## config.mk

```make
export PLATFORM = sky130hd
export DESIGN_NAME = button_ctrl
export DESIGN_NICKNAME = d
export VERILOG_FILES = /design/src/rtl/button_ctrl_pkg.sv /design/src/rtl/debounce_onepulse.sv /design/src/rtl/button_ctrl.sv
export SDC_FILE = /design/constraint.sdc
export NUM_CORES = 1
export LEC_CHECK = 0
export ABC_AREA = 1
export BUFFER_PORTS_ARGS = -buffer_cell sky130_fd_sc_hd__buf_2
export CAP_MARGIN = 25
export CORE_MARGIN = 2
export CORE_UTILIZATION = 33
export DETAILED_ROUTE_END_ITERATION = 16
export MAX_ROUTING_LAYER = met4
export PLACE_DENSITY = 0.53
export SYNTH_ARGS = -nofsm -noshare
export SYNTH_HDL_FRONTEND = slang
export SYNTH_HIERARCHICAL = 1
export SYNTH_SLANG_ARGS = --single-unit
```

## constraint.sdc

```tcl
create_clock -name clk -period 1.67 [get_ports clk]
set_clock_uncertainty 0.15 [all_clocks]
set_input_delay 0.2505 -clock clk [delete_from_list [all_inputs] [get_ports clk]]
set_output_delay 0.2505 -clock clk [all_outputs]
set_load 0.01 [all_outputs]
```

## src/rtl/button_ctrl_pkg.sv

```systemverilog
`timescale 1ns/1ps
`default_nettype none
// ============================================================================
// Module      : button_ctrl_pkg
// Description : Shared state encoding and default constants for the
//               push-button conditioner.
// Revision    : 1.0 - initial release
// ============================================================================
package button_ctrl_pkg;

  // ~1.31 ms sample period at a 100 MHz clock
  localparam int TICK_BITS_DEF  = 17;
  // Equal consecutive samples needed to accept a press or a release
  localparam int DB_SAMPLES_DEF = 4;

  typedef enum logic [1:0] {
    RELEASED    = 2'd0,
    PRESS_CHK   = 2'd1,
    HELD        = 2'd2,
    RELEASE_CHK = 2'd3
  } db_state_t;

endpackage : button_ctrl_pkg
`default_nettype wire

```

## src/rtl/debounce_onepulse.sv

```systemverilog
`timescale 1ns/1ps
`default_nettype none
// ============================================================================
// Module      : debounce_onepulse
// Description : One button channel: 2-FF synchronizer, tick-sampled debounce
//               FSM, one-clock press pulse and a toggle level.
// Revision    : 1.0 - initial release
// ============================================================================
module debounce_onepulse
  import button_ctrl_pkg::*;
#(
  parameter int DB_SAMPLES = DB_SAMPLES_DEF
) (
  input  logic clk,
  input  logic rst,
  input  logic btn_raw,
  input  logic tick,
  output logic btn_db,
  output logic btn_pulse,
  output logic btn_level
);

  localparam int              CNT_W    = $clog2(DB_SAMPLES);
  localparam logic [CNT_W-1:0] CNT_LAST = CNT_W'(DB_SAMPLES - 1);
  localparam logic [CNT_W-1:0] CNT_ONE  = CNT_W'(1);

  logic             sync_meta;
  logic             sync;
  db_state_t        state;
  db_state_t        state_nxt;
  logic [CNT_W-1:0] cnt;
  logic [CNT_W-1:0] cnt_nxt;
  logic             pulse_nxt;

  // Bring the asynchronous button into the clock domain; only sync is used
  always_ff @(posedge clk or posedge rst) begin
    if (rst) begin
      sync_meta <= 1'b0;
      sync      <= 1'b0;
    end else begin
      sync_meta <= btn_raw;
      sync      <= sync_meta;
    end
  end

  // Debounce state and run counter
  always_ff @(posedge clk or posedge rst) begin
    if (rst) begin
      state <= RELEASED;
      cnt   <= '0;
    end else begin
      state <= state_nxt;
      cnt   <= cnt_nxt;
    end
  end

  // Next-state logic: evaluated only on sample ticks, otherwise hold
  always_comb begin
    state_nxt = state;
    cnt_nxt   = cnt;
    pulse_nxt = 1'b0;
    if (tick) begin
      unique case (state)
        RELEASED: begin
          if (sync) begin
            state_nxt = PRESS_CHK;
            cnt_nxt   = CNT_ONE;
          end
        end
        PRESS_CHK: begin
          if (!sync) begin
            state_nxt = RELEASED;
            cnt_nxt   = '0;
          end else if (cnt == CNT_LAST) begin
            state_nxt = HELD;
            cnt_nxt   = '0;
            pulse_nxt = 1'b1;
          end else begin
            cnt_nxt = cnt + CNT_ONE;
          end
        end
        HELD: begin
          if (!sync) begin
            state_nxt = RELEASE_CHK;
            cnt_nxt   = CNT_ONE;
          end
        end
        RELEASE_CHK: begin
          // A bounce back to 1 returns to HELD without a new pulse
          if (sync) begin
            state_nxt = HELD;
            cnt_nxt   = '0;
          end else if (cnt == CNT_LAST) begin
            state_nxt = RELEASED;
            cnt_nxt   = '0;
          end else begin
            cnt_nxt = cnt + CNT_ONE;
          end
        end
        default: begin
          state_nxt = RELEASED;
          cnt_nxt   = '0;
        end
      endcase
    end
  end

  // Registered outputs; level toggles on the edge that ends the pulse cycle
  always_ff @(posedge clk or posedge rst) begin
    if (rst) begin
      btn_db    <= 1'b0;
      btn_pulse <= 1'b0;
      btn_level <= 1'b0;
    end else begin
      btn_db    <= (state_nxt == HELD) || (state_nxt == RELEASE_CHK);
      btn_pulse <= pulse_nxt;
      btn_level <= btn_level ^ btn_pulse;
    end
  end

endmodule : debounce_onepulse
`default_nettype wire

```

## src/rtl/button_ctrl.sv

```systemverilog
`timescale 1ns/1ps
`default_nettype none
// ============================================================================
// Module      : button_ctrl
// Description : Push-button conditioner: shared sample-tick counter feeding
//               one debounce/one-pulse channel per button.
// Revision    : 1.0 - initial release
// ============================================================================
module button_ctrl
  import button_ctrl_pkg::*;
#(
  parameter int N_BTN      = 2,
  parameter int TICK_BITS  = TICK_BITS_DEF,
  parameter int DB_SAMPLES = DB_SAMPLES_DEF
) (
  input  logic             clk,
  input  logic             rst,
  input  logic [N_BTN-1:0] btn_raw,
  output logic [N_BTN-1:0] btn_db,
  output logic [N_BTN-1:0] btn_pulse,
  output logic [N_BTN-1:0] btn_level
);

  logic [TICK_BITS-1:0] tick_cnt;
  logic                 tick;

  // Free-running sample counter shared by every channel
  always_ff @(posedge clk or posedge rst) begin
    if (rst) begin
      tick_cnt <= '0;
    end else begin
      tick_cnt <= tick_cnt + TICK_BITS'(1);
    end
  end

  assign tick = &tick_cnt;

  for (genvar g = 0; g < N_BTN; g++) begin : g_ch
    debounce_onepulse #(
      .DB_SAMPLES (DB_SAMPLES)
    ) u_db (
      .clk       (clk),
      .rst       (rst),
      .btn_raw   (btn_raw[g]),
      .tick      (tick),
      .btn_db    (btn_db[g]),
      .btn_pulse (btn_pulse[g]),
      .btn_level (btn_level[g])
    );
  end

endmodule : button_ctrl
`default_nettype wire
```

# After elaboration in Yosys (flattened, before gate mapping)
# Cells that the tools add are included.
dict set report totals {
  ff_bits 35
  input_bits 4
  out_inout_bits 6
  elab_cells 79
}
dict set report classes {
  addsub 3
  n_eq_ne 16
  mux 36
  n_bitwise 2
  reduce_logical 7
}
# op count
set op_table {}
lappend op_table {{$mux W2} 24}
lappend op_table {{$reduce_and A19 Y1} 2}
lappend op_table {{$pmux W2 S4} 4}
lappend op_table {{$eq A2 B2 Y1 const B} 10}
lappend op_table {{$add A17 B1 Y17 const B} 1}
lappend op_table {{$reduce_and A17 Y1} 1}
lappend op_table {{$mux W1} 8}
lappend op_table {{$add A2 B1 Y2 const B} 2}
lappend op_table {{$eq A2 B1 Y1 const B} 2}
lappend op_table {{$logic_not A2 Y1} 2}
lappend op_table {{$ne A2 B1 Y1 const B} 2}
lappend op_table {{$ne A2 B2 Y1 const B} 2}
lappend op_table {{$logic_or A1 B1 Y1} 2}
lappend op_table {{$xor A1 B1 Y1} 2}

# Longest topological paths before layout
# Gate-level depths: netlist of the first run.
dict set report logic_depth {
  depth_word 7
  mapped_depth 11
  ltp_nobuf 11
}

# Modules after synthesis
# Netlist of the first run, hierarchy kept.
# module n_inst cells_each area_each_um2 seq_area_each_um2
set modules_own_cells {}
lappend modules_own_cells {button_ctrl 1 93 837.1 425.4}
lappend modules_own_cells {debounce_onepulse 2 39 365.4 225.2}

# Worst setup path after synthesis of the first run
# OpenSTA, ideal clock, no wires.
dict set report synth_path {
  path_type {reg2reg}
  start {register tick_cnt[0]}
  end {register g_ch[0].u_db.cnt[1]}
  setup_ns 0.116
  arrival_time_ns 1.548
  required_time_ns 1.404
  path_slack_ns -0.144
  path_stages_with_launch 12
  path_buffers 0
  synth_period_minus_slack_ns 1.814
  cell_sequence {dfrtp_1 ha_1 nand3_2 inv_1 nand3_1 nor3_2 ha_1 nand2_1 inv_1 nor2_1 nand2_1 nand2_1}
}
dict set report synth_between {
  elab_chain_len 1
}
# item line
set synth_lines {}
lappend synth_lines {{start, declared} button_ctrl.sv:24} ;# logic [TICK_BITS-1:0] tick_cnt;
lappend synth_lines {{start signal, assigned} button_ctrl.sv:32} ;# tick_cnt <= tick_cnt + TICK_BITS'(1);
lappend synth_lines {{$reduce_and A19 Y1 (no line)} n/a}
lappend synth_lines {{end signal, assigned} debounce_onepulse.sv:53} ;# cnt <= cnt_nxt;
lappend synth_lines {{end, declared} debounce_onepulse.sv:31} ;# logic [CNT_W-1:0] cnt;
# Every way passes these cells.
# A chain may end at the register's enable or synchronous reset.

# Worst setup path after layout of the first run
dict set report layout_path {
  start {register tick_cnt[1]}
  end {register g_ch[1].u_db.state[0]}
}
dict set report layout_between {
  elab_chain_len 2
}
# item line
set layout_lines {}
lappend layout_lines {{$reduce_and A17 Y1} button_ctrl.sv:36} ;# assign tick = &tick_cnt;
lappend layout_lines {{named net tick} button_ctrl.sv:25} ;# logic tick;
lappend layout_lines {{$mux W2} debounce_onepulse.sv:62} ;# if (tick) begin
lappend layout_lines {{named net g_ch[1].u_db.state_nxt[0]} debounce_onepulse.sv:30} ;# db_state_t state_nxt;
lappend layout_lines {{end signal, assigned} debounce_onepulse.sv:52} ;# state <= state_nxt;
lappend layout_lines {{end, declared} debounce_onepulse.sv:29} ;# db_state_t state;
# The timed path passes the listed nets, and every way through them passes these cells.

==> reports/results.ini, run 1 <==
[routing]
first_pass_iters = 4
viasPerCell = 4.32
antenna_left = 0
num_vias = 1167
wl_mm = 2.70
wl_per_cell_um = 10.0
drc = 0
drt_iter0_drc = 66

[clock_network]
clkLatencyLatePin_ns = 0.28
numCtsBuffers = 5
cts_tree = yes
htree_levels = 2
clkSlewWorstSetupHoldPaths_ns = 0.07
cts-root-buf = clkbuf_8
clock_path_buffers = 2
clkSinkCount = 35

[pwr]
powerDensity_nw_per_um2 = 708
p_total_mw = 1.49
ir_drop_uv = 398
p_leak_nw = 1.06

[setup_path]
criticalPathCategory = flip-flop to flip-flop
r2r-start = tick_cnt[1]$_DFF_PP0_
crit_path_start_kind = flip-flop
end_kind = flip-flop
crit_start = tick_cnt[1]$_DFF_PP0_
required_ns = 1.75
crit_path_max_fanout = 8
cp.arrival_ns = 1.83

[cells_and_area]
nFillCells = 451
nets = 223
multiInputGateArea_um2 = 722
seq_area_um2 = 876
diodes = 0
syn_to_final_growth_pct = 33.8
drive_above_1_share_pct = 34.3
fin_util_pct = 45.0

[sta]
min_period_ns = 1.75
finalSetupViolCount = 12
maxSlewHeadroom_pct = 76.5
worst_slack_ns = -0.0838
max_clock_freq_mhz = 570
fin_crit_sh_pct = 105
drv_slew = 0
rsz0062_at_grt = yes
worst_pin_slew_ns = 0.352
final.setup.tns_ns = -0.669
hold_viol = 0

[grt]
grt_start_max_net_pins = 18
grt_pass1_vias = 1130
grt_usage_pct = 12.3
grt_pass1_wl_mm = 4.77
antenna_found_initial = 0
grt-ovfl-total = 0

[synth]
synth_cell_type_count = 20
syn-num-nets = 179
synth-seq-cells = 35
synth_cells = 171
synth_area_um2 = 1570
yosysWarnings = 6
avgSynthCellArea_um2 = 9.17
ys_seq_area_share_pct = 55.9

[floorplan]
die_x_um = 72.9
start_util_pct = 33.6
die_area_um2 = 5320
io_pins = 10
core_area_um2 = 4660
placementRows = 25
die_h_um = 72.9

[placed_design]
port_buffers = 9
dp_hpwl_mm = 1.94
pre_cts_slack_ns = -0.103
place_congestion = 0.763

[min_path]
hold_path.class = flip-flop to flip-flop
min_from = g_ch[1].u_db/sync_meta$_DFF_PP0_

[flow_run]
cap_violations = 0

[status]
violations = setup timing
status = finished with violations

Yosys cell counts:
cell type	number	area, µm²
nor2_2	5	31.3
nor2_4	2	22.5
dfrtp_1	35	876
xor2_1	6	52.6
inv_1	21	78.8
o21ai_0	4	20.0
ha_1	4	50.1
nand4_1	3	18.8
nand2_4	1	11.3
nor3_2	1	10.0
xnor2_1	4	35.0
nand2_1	54	203
o21ai_1	2	10.0
nor2_1	13	48.8
nand3_1	6	30.0
a21oi_1	2	10.0
clkinv_1	1	3.75
nand3b_1	1	7.51
nand3_2	3	30.0
nand2_2	3	18.8
kinds of logic after synthesis:
| family | Yosys count | synth area share [%] |
|---|---|---|
| adder cells (fa/ha/maj) | 4 | 3.19 |
| AO/OA/AOI/OAI | 8 | 2.55 |
| buffers and inverters | 22 | 5.27 |
| XOR/XNOR | 10 | 5.59 |
| flip-flops | 35 | 55.9 |
| AND/OR/NAND/NOR | 92 | 27.5 |
metal layers:
layer	global-route usage, %	up-vias	part of all wire (%)
li1	-	615	-
met4	5.56	0	1.6
met3	3.73	4	3.5
met2	17.7	14	44
met1	15.8	534	51
met5	-	-	0
state kept, by name, summed over array words and instances (netlist names):
signal / flops
tick_cnt: 17
g_ch.u_db/cnt: 4
g_ch.u_db/state: 4
g_ch.u_db/btn_db: 2
g_ch.u_db/btn_level: 2
g_ch.u_db/btn_pulse: 2
g_ch.u_db/sync: 2
g_ch.u_db/sync_meta: 2
area by class of cell:
| class | count | area share, % |
|---|---|---|
| well taps | 54 | 3.22 |
| multi-input cells | 114 | 34.4 |
| flip-flops and latches | 35 | 41.7 |
| inverters | 22 | 4.05 |
| clock inverters | 2 | 0.596 |
| clock buffers | 6 | 3.46 |
| repair buffers | 37 | 12.5 |
critical path, stage by stage (launching register included):
cell and delay (ns):
dfrtp_1 0.40, ha_4 0.16, nand3_4 0.07, inv_4 0.07
nand3_4 0.07, nor3_4 0.23, ha_4 0.24, inv_1 0.08
a21oi_1 0.12, nand2_1 0.06, nand2_1 0.05
timing repair:
item                                    in CTS  in global routing
hold endpoints to repair                    37                  0
buffers inserted                             5                  2
resized for setup                            4                 20
hold buffers                                 3                  0
pin swaps                                    2                  8
endpoints found under the setup margin      12                 13
stage by stage:
| step | hold WS, ns | instance area [µm²] | instances |
|---|---|---|---|
| 3_5_place_dp | 0.0972 | 1830 | 252 |
| 5_1_grt | 0.215 | 2100 | 270 |
| 2_1_floorplan | -0.0716 | 1590 | 171 |
| 4_1_cts | 0.205 | 2000 | 268 |
| 3_3_place_gp | 0.111 | 1830 | 252 |
| 6_report | 0.201 | 2100 | 270 |
path summary, 6_finish.rpt:
check,to,slack (ns),cells past startpoint
max reg2reg,g_ch[1].u_db/state[0]$_DFF_PP0_,-0.08,10
min in group asynchronous,g_ch[0].u_db/btn_level$_DFF_PP0_,0.33,3
max in group asynchronous,g_ch[1].u_db/sync$_DFF_PP0_,0.78,3
min,g_ch[1].u_db/sync$_DFF_PP0_,0.20,0
max,g_ch[1].u_db/state[0]$_DFF_PP0_,-0.08,10
min reg2reg,g_ch[1].u_db/sync$_DFF_PP0_,0.20,0
power by group:
group	internal, mW	switching (mW)	leakage, nW
clock	0.291	0.305	0.0412
combinational	0.0110	0.0257	0.554
sequential	0.852	0.00166	0.465
layout by cell type, fill, tap and decap left out, types with 2 or more instances in the layout:
cell type	netlist	routed
nand2_1	54	50
dfrtp_1	35	35
buf_4	0	25
inv_1	21	17
nor2_1	13	9
buf_2	0	9
nor2_2	5	8
xor2_1	6	6
nand2_2	3	5
nand3_1	6	5
clkbuf_8	0	5
nand3_4	0	4
xnor2_1	4	4
nor2_4	2	3
nand2_4	1	3
o21ai_1	2	3
nand4_1	3	3
inv_2	0	3
o21ai_2	0	3
dlygate4sd3_1	0	3
ha_4	0	2
a21oi_1	2	2
ha_1	4	2
Note: power is estimated with default switching activity, not from simulation.
==> run 2, diff against run 1 <==
--- a/config.mk
+++ b/config.mk
@@ -11,6 +11,6 @@
 export CORE_MARGIN = 2
-export CORE_UTILIZATION = 33
+export CORE_UTILIZATION = 41
 export DETAILED_ROUTE_END_ITERATION = 16
 export MAX_ROUTING_LAYER = met4
-export PLACE_DENSITY = 0.53
+export PLACE_DENSITY = 0.63
 export SYNTH_ARGS = -nofsm -noshare
==> constraint.sdc (replaced) <==
create_clock -name clk -period 1.67 [get_ports clk]
set_clock_uncertainty 0.15 [all_clocks]
set_input_delay 0.4175 -clock clk [delete_from_list [all_inputs] [get_ports clk]]
set_output_delay 0.4175 -clock clk [all_outputs]
set_load 0.01 [all_outputs]
==> run 2 against run 1 <==
  * The run still ends with setup timing left
  * Combinational power down 13%
  * Clock power up 31%
  * Core utilization up 11 points
  * Global-route usage up 3.0 points
  * Cell count down 4.4%
  * Sequential power about the same
  * Worst hold slack worse by 0.12 ns
  * Non-clock buffer count down 6
  * Routed wire length down 1.0%
==> reports/results.ini, run 2 (synthesized netlist as in run 1, its figures left out) <==
[floorplan]
die_x_um = 65.8
io_pins = 10
die_h_um = 65.8
placementRows = 22
core_area_um2 = 3660
die_area_um2 = 4330
start_util_pct = 42.8

[cells_and_area]
nets = 217
multiInputGateArea_um2 = 692
layout_commonest_cell = nand2_1
largest-register = tick_cnt
drive_above_1_share_pct = 31.0
layout_common_cells = nand2_1 (52), dfrtp_1 (35), buf_4 (21)
syn_to_final_growth_pct = 30.3
seq_area_um2 = 876
largestRegisters = tick_cnt x17, g_ch.u_db/cnt x4, g_ch.u_db/state x4
diodes = 0
largest_register_ffs = 17
instances_no_fill = 258
nFillCells = 313

[grt]
grt_start_max_net_pins = 18
grt_usage_pct = 15.2
antenna_found_initial = 0
grt-ovfl-total = 0
grt_pass1_vias = 1197
grt_pass1_wl_mm = 4.90

[setup_path]
required_ns = 1.70
end_kind = flip-flop
crit_path_start_kind = flip-flop
crit_path_max_fanout = 8
crit_start = tick_cnt[0]$_DFF_PP0_
r2r-start = tick_cnt[0]$_DFF_PP0_
cp.arrival_ns = 1.72
criticalPathCategory = flip-flop to flip-flop

[clock_network]
numCtsBuffers = 5
cts_tree = yes
cts-root-buf = clkbuf_8
clkSlewWorstSetupHoldPaths_ns = 0.07
htree_levels = 2
clock_path_buffers = 2
clkLatencyLatePin_ns = 0.28
clkSinkCount = 35

[placed_design]
port_buffers = 9
dp_hpwl_mm = 2.01
dp_cells = 244
place_congestion = 0.715

[routing]
viasPerCell = 4.63
drt_iter0_drc = 77
wl_mm = 2.67
num_vias = 1194
first_pass_iters = 4
wl_per_cell_um = 10.4
antenna_left = 0
drc = 0

[sta]
fin_hold_ws_ns = 0.0859
maxSlewHeadroom_pct = 77.3
max_clock_freq_mhz = 592
worst_slack_ns = -0.0203
worst_pin_slew_ns = 0.341
rsz0062_at_grt = yes
fin_crit_sh_pct = 101
finalSetupViolCount = 3
hold_viol = 0
drv_slew = 0
min_period_ns = 1.69

[pwr]
p_leak_nw = 1.05
powerDensity_nw_per_um2 = 815
ir_drop_uv = 848

[min_path]
hold_path.class = primary input to flip-flop
min_from = btn_raw[0]

[status]
violations = setup timing
status = finished with violations

[flow_run]
cap_violations = 0

-- run 2: cell types whose count changed in the layout (fill, tap and decap cells not counted), moves of 2 or more --
| cell | change |
|---|---|
| buf_4 | -4 |
| nor2_1 | +3 |
| dlygate4sd3_1 | -2 |
| nand2_1 | +2 |
| nor2_2 | -2 |
-- run 2: through the flow --
stage          setup WS [ns]  util [%]  area [µm²]  power, mW  TNS, ns
2_1_floorplan        -0.0365         -        1590      0.889   -0.137
3_3_place_gp         -0.0376      49.5        1810      0.900   -0.174
3_5_place_dp         -0.0921      49.5        1810      0.902   -0.651
4_1_cts              -0.0279      54.1        1980       1.69  -0.0915
5_1_grt               -0.149      55.8        2040       1.73    -1.06
6_report             -0.0203      55.8        2040       1.67  -0.0384
-- run 2: layout make-up --
type                            instances  area share, %
Multi-Input combinational cell        114           33.9
Sequential cell                        35           42.9
Clock inverter                          2           1.71
Timing Repair Buffer                   31           10.4
Tap cell                               48           2.94
Clock buffer                            6           4.04
Inverter                               22           4.16
-- run 2: routing by layer --
metal	track usage, %	vias to the layer above	part of all wire [%]
met5	-	-	0
met4	5.73	0	1.5
met3	4.26	5	3.4
met2	24.9	14	51
met1	18.0	567	44
li1	-	608	-
-- run 2: repair_timing --
item | 4_1_cts | 5_1_grt
gates resized for setup | 4 | 11
pin swaps | 1 | 1
hold buffers | 1 | 0
hold endpoints to repair | 18 | 0
setup endpoints to repair | 10 | 12
buffers inserted | 3 | 2
-- run 2: worst paths after layout --
path / cells past startpoint / slack (ns) / to
hold / removal: 1 / 0.09 / g_ch[0].u_db/sync_meta$_DFF_PP0_
min in group asynchronous: 3 / 0.50 / g_ch[0].u_db/state[0]$_DFF_PP0_
hold reg to reg: 0 / 0.19 / g_ch[1].u_db/sync$_DFF_PP0_
setup / recovery: 11 / -0.02 / g_ch[1].u_db/cnt[1]$_DFFE_PP0P_
max in group asynchronous: 4 / 0.60 / tick_cnt[5]$_DFF_PP0_
setup reg to reg: 11 / -0.02 / g_ch[1].u_db/cnt[1]$_DFFE_PP0P_
-- run 2: worst max-delay path, stage by stage (launching register included) --
cell     delay, ns
dfrtp_1       0.40
ha_4          0.17
nand3_4       0.08
inv_4         0.07
nand3_4       0.06
nor3_4        0.14
ha_4          0.22
nand2_1       0.10
inv_2         0.06
nor2_1        0.03
nand2_1       0.05
nand2_1       0.04
-- run 2: power breakdown --
part,switching [mW],leakage (nW),internal [mW]
sequential,0.00184,0.465,0.852
combinational,0.0240,0.525,0.00796
clock,0.296,0.0612,0.483
